[src/rtl/circular_step_generator_pkg.sv]
// Shared types for the circular step generator: step axis, FSM state and the
// position quadrant encoding.
package circular_step_generator_pkg;

    localparam int unsigned BYTE_BITS = 8;

    typedef enum logic {
        StepAxisX = 1'b0,
        StepAxisY = 1'b1
    } step_axis_e;

    typedef enum logic [1:0] {
        StIdle,
        StLoad,
        StEmit,
        StDone
    } circ_step_gen_state_e;

    typedef enum logic [1:0] {
        Quad1,
        Quad2,
        Quad3,
        Quad4
    } pos_quadrant_e;

endpackage

[src/rtl/circular_step_generator_if.sv]
// Command and step-stream bundle for the circular step generator.
// CIRCULAR_STEP_GEN_END_CHECK_EN adds end_x/end_y and end_mismatch.
interface circular_step_generator_if #(
    parameter int unsigned NUM_BITS = circular_step_generator_pkg::BYTE_BITS
);
    localparam int unsigned STEP_BITS = NUM_BITS + 3;

    logic                        start;
    logic                        is_cw;
    logic signed [NUM_BITS-1:0]  start_x;
    logic signed [NUM_BITS-1:0]  start_y;
    logic        [NUM_BITS-1:0]  r;
    logic        [STEP_BITS-1:0] num_steps;
    logic                        busy;
    logic                        done;
    logic                        out_valid;
    logic                        out_ready;
    logic                        out_axis;
    logic                        out_neg;
    logic signed [NUM_BITS-1:0]  cur_x;
    logic signed [NUM_BITS-1:0]  cur_y;
`ifdef CIRCULAR_STEP_GEN_END_CHECK_EN
    logic signed [NUM_BITS-1:0]  end_x;
    logic signed [NUM_BITS-1:0]  end_y;
    logic                        end_mismatch;

    modport master (
        output start, is_cw, start_x, start_y, r, num_steps, out_ready, end_x, end_y,
        input  busy, done, out_valid, out_axis, out_neg, cur_x, cur_y, end_mismatch
    );
    modport slave (
        input  start, is_cw, start_x, start_y, r, num_steps, out_ready, end_x, end_y,
        output busy, done, out_valid, out_axis, out_neg, cur_x, cur_y, end_mismatch
    );
`else
    modport master (
        output start, is_cw, start_x, start_y, r, num_steps, out_ready,
        input  busy, done, out_valid, out_axis, out_neg, cur_x, cur_y
    );
    modport slave (
        input  start, is_cw, start_x, start_y, r, num_steps, out_ready,
        output busy, done, out_valid, out_axis, out_neg, cur_x, cur_y
    );
`endif
endinterface

[src/rtl/circular_step_generator_chooser.sv]
// Picks the next unit move along the arc: quadrant decode, both candidate
// error updates, and the smaller-|err| choice with ties going to X.
module circular_step_generator_chooser
    import circular_step_generator_pkg::*;
#(
    parameter int unsigned NUM_BITS = BYTE_BITS,
    localparam int unsigned ERR_BITS = 2 * NUM_BITS + 3
) (
    input  logic signed [NUM_BITS-1:0] cur_x,
    input  logic signed [NUM_BITS-1:0] cur_y,
    input  logic signed [ERR_BITS-1:0] err,
    input  logic                       is_cw,
    output step_axis_e                 axis,
    output logic                       neg,
    output logic signed [ERR_BITS-1:0] next_err
);
    pos_quadrant_e              quad;
    logic                       x_pos, x_neg, x_zero, y_pos, y_neg, y_zero;
    logic                       mx_neg, my_neg;
    logic signed [ERR_BITS-1:0] x_ext, y_ext, err_x, err_y;
    logic        [ERR_BITS-1:0] abs_x, abs_y;

    assign x_neg  = cur_x[NUM_BITS-1];
    assign y_neg  = cur_y[NUM_BITS-1];
    assign x_zero = (cur_x == '0);
    assign y_zero = (cur_y == '0);
    assign x_pos  = !x_neg && !x_zero;
    assign y_pos  = !y_neg && !y_zero;

    // (0,0) matches none of the four and falls through to Q1.
    always_comb begin
        quad = Quad1;
        if (x_pos && !y_neg) begin
            quad = Quad1;
        end else if (!x_pos && y_pos) begin
            quad = Quad2;
        end else if (x_neg && !y_pos) begin
            quad = Quad3;
        end else if (!x_neg && y_neg) begin
            quad = Quad4;
        end
    end

    always_comb begin
        mx_neg = 1'b0;
        my_neg = 1'b0;
        unique case (quad)
            Quad1: begin mx_neg = 1'b1; my_neg = 1'b0; end
            Quad2: begin mx_neg = 1'b1; my_neg = 1'b1; end
            Quad3: begin mx_neg = 1'b0; my_neg = 1'b1; end
            Quad4: begin mx_neg = 1'b0; my_neg = 1'b0; end
            default: ;
        endcase
        if (is_cw) begin
            mx_neg = !mx_neg;
            my_neg = !my_neg;
        end
    end

    assign x_ext = {{(ERR_BITS - NUM_BITS){cur_x[NUM_BITS-1]}}, cur_x};
    assign y_ext = {{(ERR_BITS - NUM_BITS){cur_y[NUM_BITS-1]}}, cur_y};

    // Moving c by s changes c^2 by 2*s*c + 1.
    assign err_x = mx_neg ? err - (x_ext <<< 1) + ERR_BITS'(1) : err + (x_ext <<< 1) + ERR_BITS'(1);
    assign err_y = my_neg ? err - (y_ext <<< 1) + ERR_BITS'(1) : err + (y_ext <<< 1) + ERR_BITS'(1);

    assign abs_x = err_x[ERR_BITS-1] ? -err_x : err_x;
    assign abs_y = err_y[ERR_BITS-1] ? -err_y : err_y;

    always_comb begin
        if (abs_y < abs_x) begin
            axis     = StepAxisY;
            neg      = my_neg;
            next_err = err_y;
        end else begin
            axis     = StepAxisX;
            neg      = mx_neg;
            next_err = err_x;
        end
    end

endmodule

[src/rtl/circular_step_generator.sv]
// Walks a circular arc as unit X/Y moves, one per out handshake, for num_steps moves.
// Optional end-point check under CIRCULAR_STEP_GEN_END_CHECK_EN.
module circular_step_generator
    import circular_step_generator_pkg::*;
#(
    parameter int unsigned NUM_BITS = BYTE_BITS
) (
    input logic                      clk,
    input logic                      reset,
    circular_step_generator_if.slave bus
);
    localparam int unsigned STEP_BITS = NUM_BITS + 3;
    localparam int unsigned ERR_BITS  = 2 * NUM_BITS + 3;

    circ_step_gen_state_e       state_q;
    logic                       busy_q, done_q, out_valid_q, is_cw_q;
    logic signed [NUM_BITS-1:0] cur_x_q, cur_y_q;
    logic        [NUM_BITS-1:0] r_q;
    logic       [STEP_BITS-1:0] remaining_q;
    logic signed [ERR_BITS-1:0] err_q, load_err, next_err;
    logic signed [ERR_BITS-1:0] x_ext, y_ext, r_ext;
    step_axis_e                 axis;
    logic                       neg, handshake;
`ifdef CIRCULAR_STEP_GEN_END_CHECK_EN
    logic signed [NUM_BITS-1:0] end_x_q, end_y_q;
    logic                       end_mismatch_q;
`endif

    circular_step_generator_chooser #(
        .NUM_BITS(NUM_BITS)
    ) u_chooser (
        .cur_x   (cur_x_q),
        .cur_y   (cur_y_q),
        .err     (err_q),
        .is_cw   (is_cw_q),
        .axis    (axis),
        .neg     (neg),
        .next_err(next_err)
    );

    assign x_ext    = {{(ERR_BITS - NUM_BITS){cur_x_q[NUM_BITS-1]}}, cur_x_q};
    assign y_ext    = {{(ERR_BITS - NUM_BITS){cur_y_q[NUM_BITS-1]}}, cur_y_q};
    assign r_ext    = {{(ERR_BITS - NUM_BITS){1'b0}}, r_q};
    assign load_err = x_ext * x_ext + y_ext * y_ext - r_ext * r_ext;
    assign handshake = out_valid_q & bus.out_ready;

    always_ff @(posedge clk or negedge reset) begin
        if (!reset) begin
            state_q     <= StIdle;
            busy_q      <= 1'b0;
            done_q      <= 1'b0;
            out_valid_q <= 1'b0;
            is_cw_q     <= 1'b0;
            cur_x_q     <= '0;
            cur_y_q     <= '0;
            r_q         <= '0;
            remaining_q <= '0;
            err_q       <= '0;
`ifdef CIRCULAR_STEP_GEN_END_CHECK_EN
            end_x_q        <= '0;
            end_y_q        <= '0;
            end_mismatch_q <= 1'b0;
`endif
        end else begin
            case (state_q)
                StIdle: begin
                    if (bus.start) begin
                        is_cw_q     <= bus.is_cw;
                        cur_x_q     <= bus.start_x;
                        cur_y_q     <= bus.start_y;
                        r_q         <= bus.r;
                        remaining_q <= bus.num_steps;
                        busy_q      <= 1'b1;
                        state_q     <= StLoad;
`ifdef CIRCULAR_STEP_GEN_END_CHECK_EN
                        end_x_q        <= bus.end_x;
                        end_y_q        <= bus.end_y;
                        end_mismatch_q <= 1'b0;
`endif
                    end
                end
                StLoad: begin
                    err_q <= load_err;
                    if (remaining_q == '0) begin
                        done_q  <= 1'b1;
                        state_q <= StDone;
                    end else begin
                        out_valid_q <= 1'b1;
                        state_q     <= StEmit;
                    end
                end
                StEmit: begin
                    if (handshake) begin
                        if (axis == StepAxisX) begin
                            cur_x_q <= neg ? cur_x_q - NUM_BITS'(1) : cur_x_q + NUM_BITS'(1);
                        end else begin
                            cur_y_q <= neg ? cur_y_q - NUM_BITS'(1) : cur_y_q + NUM_BITS'(1);
                        end
                        err_q       <= next_err;
                        remaining_q <= remaining_q - STEP_BITS'(1);
                        if (remaining_q == STEP_BITS'(1)) begin
                            out_valid_q <= 1'b0;
                            done_q      <= 1'b1;
                            state_q     <= StDone;
                        end
                    end
                end
                StDone: begin
                    done_q  <= 1'b0;
                    busy_q  <= 1'b0;
                    state_q <= StIdle;
`ifdef CIRCULAR_STEP_GEN_END_CHECK_EN
                    end_mismatch_q <= (cur_x_q != end_x_q) | (cur_y_q != end_y_q);
`endif
                end
                default: state_q <= StIdle;
            endcase
        end
    end

    assign bus.busy      = busy_q;
    assign bus.done      = done_q;
    assign bus.out_valid = out_valid_q;
    // Gated so the idle outputs read 0 rather than the chooser's idle pick.
    assign bus.out_axis  = out_valid_q & (axis == StepAxisY);
    assign bus.out_neg   = out_valid_q & neg;
    assign bus.cur_x     = cur_x_q;
    assign bus.cur_y     = cur_y_q;
`ifdef CIRCULAR_STEP_GEN_END_CHECK_EN
    assign bus.end_mismatch = end_mismatch_q;
`endif

endmodule

[src/flat_wrapper.sv]
// flat-port wrapper written by rule: the top's interface ports become plain ports
module circular_step_generator_flat import circular_step_generator_pkg::*;
#(
    parameter int unsigned NUM_BITS = BYTE_BITS
)
  (clk, reset, bus_start, bus_is_cw, bus_start_x, bus_start_y, bus_r, bus_num_steps, bus_out_ready, bus_busy, bus_done, bus_out_valid, bus_out_axis, bus_out_neg, bus_cur_x, bus_cur_y);
  circular_step_generator_if #(.NUM_BITS(NUM_BITS)) bus_i ();
  input logic clk;
  input logic reset;
  input wire logic [$bits(bus_i.start)-1:0] bus_start;
  input wire logic [$bits(bus_i.is_cw)-1:0] bus_is_cw;
  input wire logic [$bits(bus_i.start_x)-1:0] bus_start_x;
  input wire logic [$bits(bus_i.start_y)-1:0] bus_start_y;
  input wire logic [$bits(bus_i.r)-1:0] bus_r;
  input wire logic [$bits(bus_i.num_steps)-1:0] bus_num_steps;
  input wire logic [$bits(bus_i.out_ready)-1:0] bus_out_ready;
  output wire logic [$bits(bus_i.busy)-1:0] bus_busy;
  output wire logic [$bits(bus_i.done)-1:0] bus_done;
  output wire logic [$bits(bus_i.out_valid)-1:0] bus_out_valid;
  output wire logic [$bits(bus_i.out_axis)-1:0] bus_out_axis;
  output wire logic [$bits(bus_i.out_neg)-1:0] bus_out_neg;
  output wire logic [$bits(bus_i.cur_x)-1:0] bus_cur_x;
  output wire logic [$bits(bus_i.cur_y)-1:0] bus_cur_y;
  assign bus_i.start = bus_start;
  assign bus_i.is_cw = bus_is_cw;
  assign bus_i.start_x = bus_start_x;
  assign bus_i.start_y = bus_start_y;
  assign bus_i.r = bus_r;
  assign bus_i.num_steps = bus_num_steps;
  assign bus_i.out_ready = bus_out_ready;
  assign bus_busy = bus_i.busy;
  assign bus_done = bus_i.done;
  assign bus_out_valid = bus_i.out_valid;
  assign bus_out_axis = bus_i.out_axis;
  assign bus_out_neg = bus_i.out_neg;
  assign bus_cur_x = bus_i.cur_x;
  assign bus_cur_y = bus_i.cur_y;
  circular_step_generator #(.NUM_BITS(NUM_BITS)) u_core (.clk(clk), .reset(reset), .bus(bus_i));
endmodule
[config.mk]
export PLATFORM = sky130hd
export DESIGN_NAME = circular_step_generator_flat
export DESIGN_NICKNAME = d
export VERILOG_FILES = /design/src/rtl/circular_step_generator_pkg.sv /design/src/rtl/circular_step_generator_if.sv /design/src/rtl/circular_step_generator_chooser.sv /design/src/rtl/circular_step_generator.sv /design/src/flat_wrapper.sv
export SDC_FILE = /design/constraint.sdc
export NUM_CORES = 1
export LEC_CHECK = 0
export BUFFER_PORTS_ARGS = -buffer_cell sky130_fd_sc_hd__buf_2
export CELL_PAD_IN_SITES_DETAIL_PLACEMENT = 1
export CELL_PAD_IN_SITES_GLOBAL_PLACEMENT = 1
export CORE_UTILIZATION = 45
export CTS_CLUSTER_SIZE = 10
export DETAILED_ROUTE_END_ITERATION = 7
export PLACE_DENSITY = 0.81
export SLEW_MARGIN = 10
export SYNTH_ARGS = -nofsm -noshare
export SYNTH_HDL_FRONTEND = slang
export SYNTH_SLANG_ARGS = --single-unit
[constraint.sdc]
create_clock -name clk -period 7.6 [get_ports clk]
set_input_delay 0.76 -clock clk [delete_from_list [all_inputs] [get_ports clk]]
set_output_delay 0.76 -clock clk [all_outputs]
set_load 0.01 [all_outputs]
==> results.toml <==
[global_route]
grt_pass1_wl_um = 77800
track_usage = 0.271
antenna_found_initial = 2
grt.overflow.total = 0
grt_max_degree = 61
grt_pass1_vias = 15500

[flow_run]
cap_viol_max_count = 0

[layout]
design_area_mm2 = 0.0177
fillers = 4215
multi_input_area_mm2 = 0.0133
drive_gt1_frac = 0.118
fin_nets = 2447
final-seq-area_mm2 = 0.00150
syn2layout_area_growth_pct = 10.8

[yosys]
synth_top_area_cell = "ha_1"
synthXorXnorAreaFrac = 0.0954
syn-instance-count = 1933
syn_nets = 2353
yosysWarningCount = 0
netlist_area_mm2 = 0.0160
synth_fa_ha_area_frac = 0.364
yosys-top-cells-count = "285 x inv_1, 240 x ha_1, 178 x nor2_1"
synth_compound_area_frac = 0.182
synth_top_area_share = 0.188
synthArstFlopShare = 1.00
ys_ff_latch = 60
ys.flop_type = "dfrtp_1"
synth_top_family_by_area = "adder cells"
synth_edf_count = 0
synth-simple-area-share = 0.155
seq_area_frac_synth = 0.0941
yosysMostFrequentCell = "inv_1"
synth_area_leaders = "ha_1 19%, fa_1 18%, dfrtp_1 9.4%"
muxShareOfSynthArea = 0.0285
ys_types = 102
avgSynthCellArea_um2 = 8.26

[timing]
period_share = 0.963
tightest_slew_ns = 0.949
setup_viol = 0
maxSlewHeadroom = 0.367
whs_ns = 0.579
setup_slack_ns = 0.282
fin_crit_ns = 7.32
report.final.hold_viol_count = 0
max_clock_freq_mhz = 137
clock_skew_ns = 0.0120
drv_slew = 0

[routing]
wl_per_cell_um = 19.3
drc_errors = 0
drtAntennaViolNets = 0
first_pass_iters = 5
drtIter0Drc = 618
via_per_inst = 5.66
drt-total-wl_um = 48100
vias = 14100

[critical_path]
crit_type = "register to register"
critPathSlowestCell = "fa_1"
worst-endpoint-required_ns = 7.91
cp-end-kind = "register"
startpoint_type = "register"
cp_common_cell = "inv_1"
critPathMaxFanout = 20
max_stage_delay_ns = 0.55
worstPathArrival_ns = 7.63

[place]
gp_congestion = 0.916
portBuffers = 60
dpl-instance-area_mm2 = 0.0171
place_ws_ns = -0.108
dp_hpwl_um = 39400

[cts]
postCtsHoldBufs = 0
clk_pin_slew_ns = 0.07
cts_root_buf = "clkbuf_16"
cts_sinks = 60
htree_levels = 3
clock_path_buffers = 2
cts_tree = "built"
clock_latency_ns = 0.37
cts_buffers = 9

[floorplan]
io_pins = 61
fp.dieH_um = 190
die_w_um = 190
core-area_mm2 = 0.0347
fp.dieArea_mm2 = 0.0362
start_util = 0.460
std_cell_rows = 68

[hold_path]
hold_path_class = "register to register"

[status]
status = "complete, no violations"
## flip-flops by register name, summed over array words and instances, names as in the netlist
name and count:
u_core.r_q 8, u_core.is_cw_q 1, u_core.bus.out_valid 1, u_core.bus.cur_y 8
u_core.bus.cur_x 8, u_core.remaining_q 11, u_core.bus.done 1, u_core.err_q 19
u_core.state_q 2, u_core.bus.busy 1
## critical path, delay by kind of cell (launching register included)
kind,cells,cell delay [ns]
buf+inv,8,0.86
fa+ha+maj,7,3.24
compound gates,9,1.76
simple gates,1,0.21
mux,1,0.23
xor+xnor,2,0.62
flops,1,0.35
## cells in the final DEF (no fill, tap or decap), drive strengths merged, types with 26 or more instances in the layout
master,n
ha,240
a21oi,145
buf,129
nor2,179
xor2,69
inv,284
and2,33
o21ai,92
nand2,130
xnor2,98
mux2i,26
fa,140
dfrtp,60
a21o,37
nor3,32
## routing by layer
layer	vias to the layer above	track usage	wire length [um]
met5	-	0	0
met2	226	0.502	25000
met4	0	0.110	1650
li1	6671	-	-
met3	99	0.0267	1230
met1	7074	0.316	20200
## final cells by class
class | instances | area share
Multi-Input combinational cell | 1539 | 0.755
Clock inverter | 5 | 0.00474
Sequential cell | 60 | 0.0850
Inverter | 288 | 0.0616
Tap cell | 455 | 0.0322
Antenna cell | 1 | 0.000142
Clock buffer | 11 | 0.0143
Timing Repair Buffer | 129 | 0.0470
## kinds of logic (layout without fill, tap and decap cells)
group                    Yosys count  after routing
AND/OR/NAND/NOR                  515            515
AO/OA/AOI/OAI                    434            434
adder cells (fa/ha/maj)          380            380
buffers and inverters            334            433
XOR/XNOR                         167            167
flip-flops                        60             60
multiplexers                      41             41
other                              2              3
## what timing repair did
item / 4_1_cts / 5_1_grt
setup endpoints to repair: 2 / 8
setup buffers: 0 / 7
pin swaps: 0 / 6
gates cloned: 0 / 0
gates resized for setup: 3 / 28
## worst paths after layout
| check | start | end | slack [ns] | cells past startpoint |
|---|---|---|---|---|
| max | u_core.bus.cur_y[7]$_DFFE_PN0P_ | u_core.err_q[18]$_DFFE_PN0P_ | 0.28 | 28 |
| min | u_core.bus.busy$_DFFE_PN0P_ | u_core.bus.busy$_DFFE_PN0P_ | 0.58 | 2 |
| max reg2reg | u_core.bus.cur_y[7]$_DFFE_PN0P_ | u_core.err_q[18]$_DFFE_PN0P_ | 0.28 | 28 |
| min reg2reg | u_core.bus.busy$_DFFE_PN0P_ | u_core.bus.busy$_DFFE_PN0P_ | 0.58 | 2 |
| max in group asynchronous | reset | u_core.r_q[0]$_DFFE_PN0P_ | 6.30 | 2 |
| min in group asynchronous | reset | u_core.remaining_q[4]$_DFFE_PN0P_ | 0.63 | 2 |
## per-stage QoR
stage	setup TNS, ns	cells	util
floorplan	0	1933	-
global placement	0	2464	0.493
detailed placement	-0.108	2464	0.493
CTS	0	2480	0.503
global route	-0.123	2488	0.509
finish	0	2488	0.509
Power is left out: the tool's default activity adds up to more than one toggle a clock period on the data nets, which glitch-free logic cannot reach.
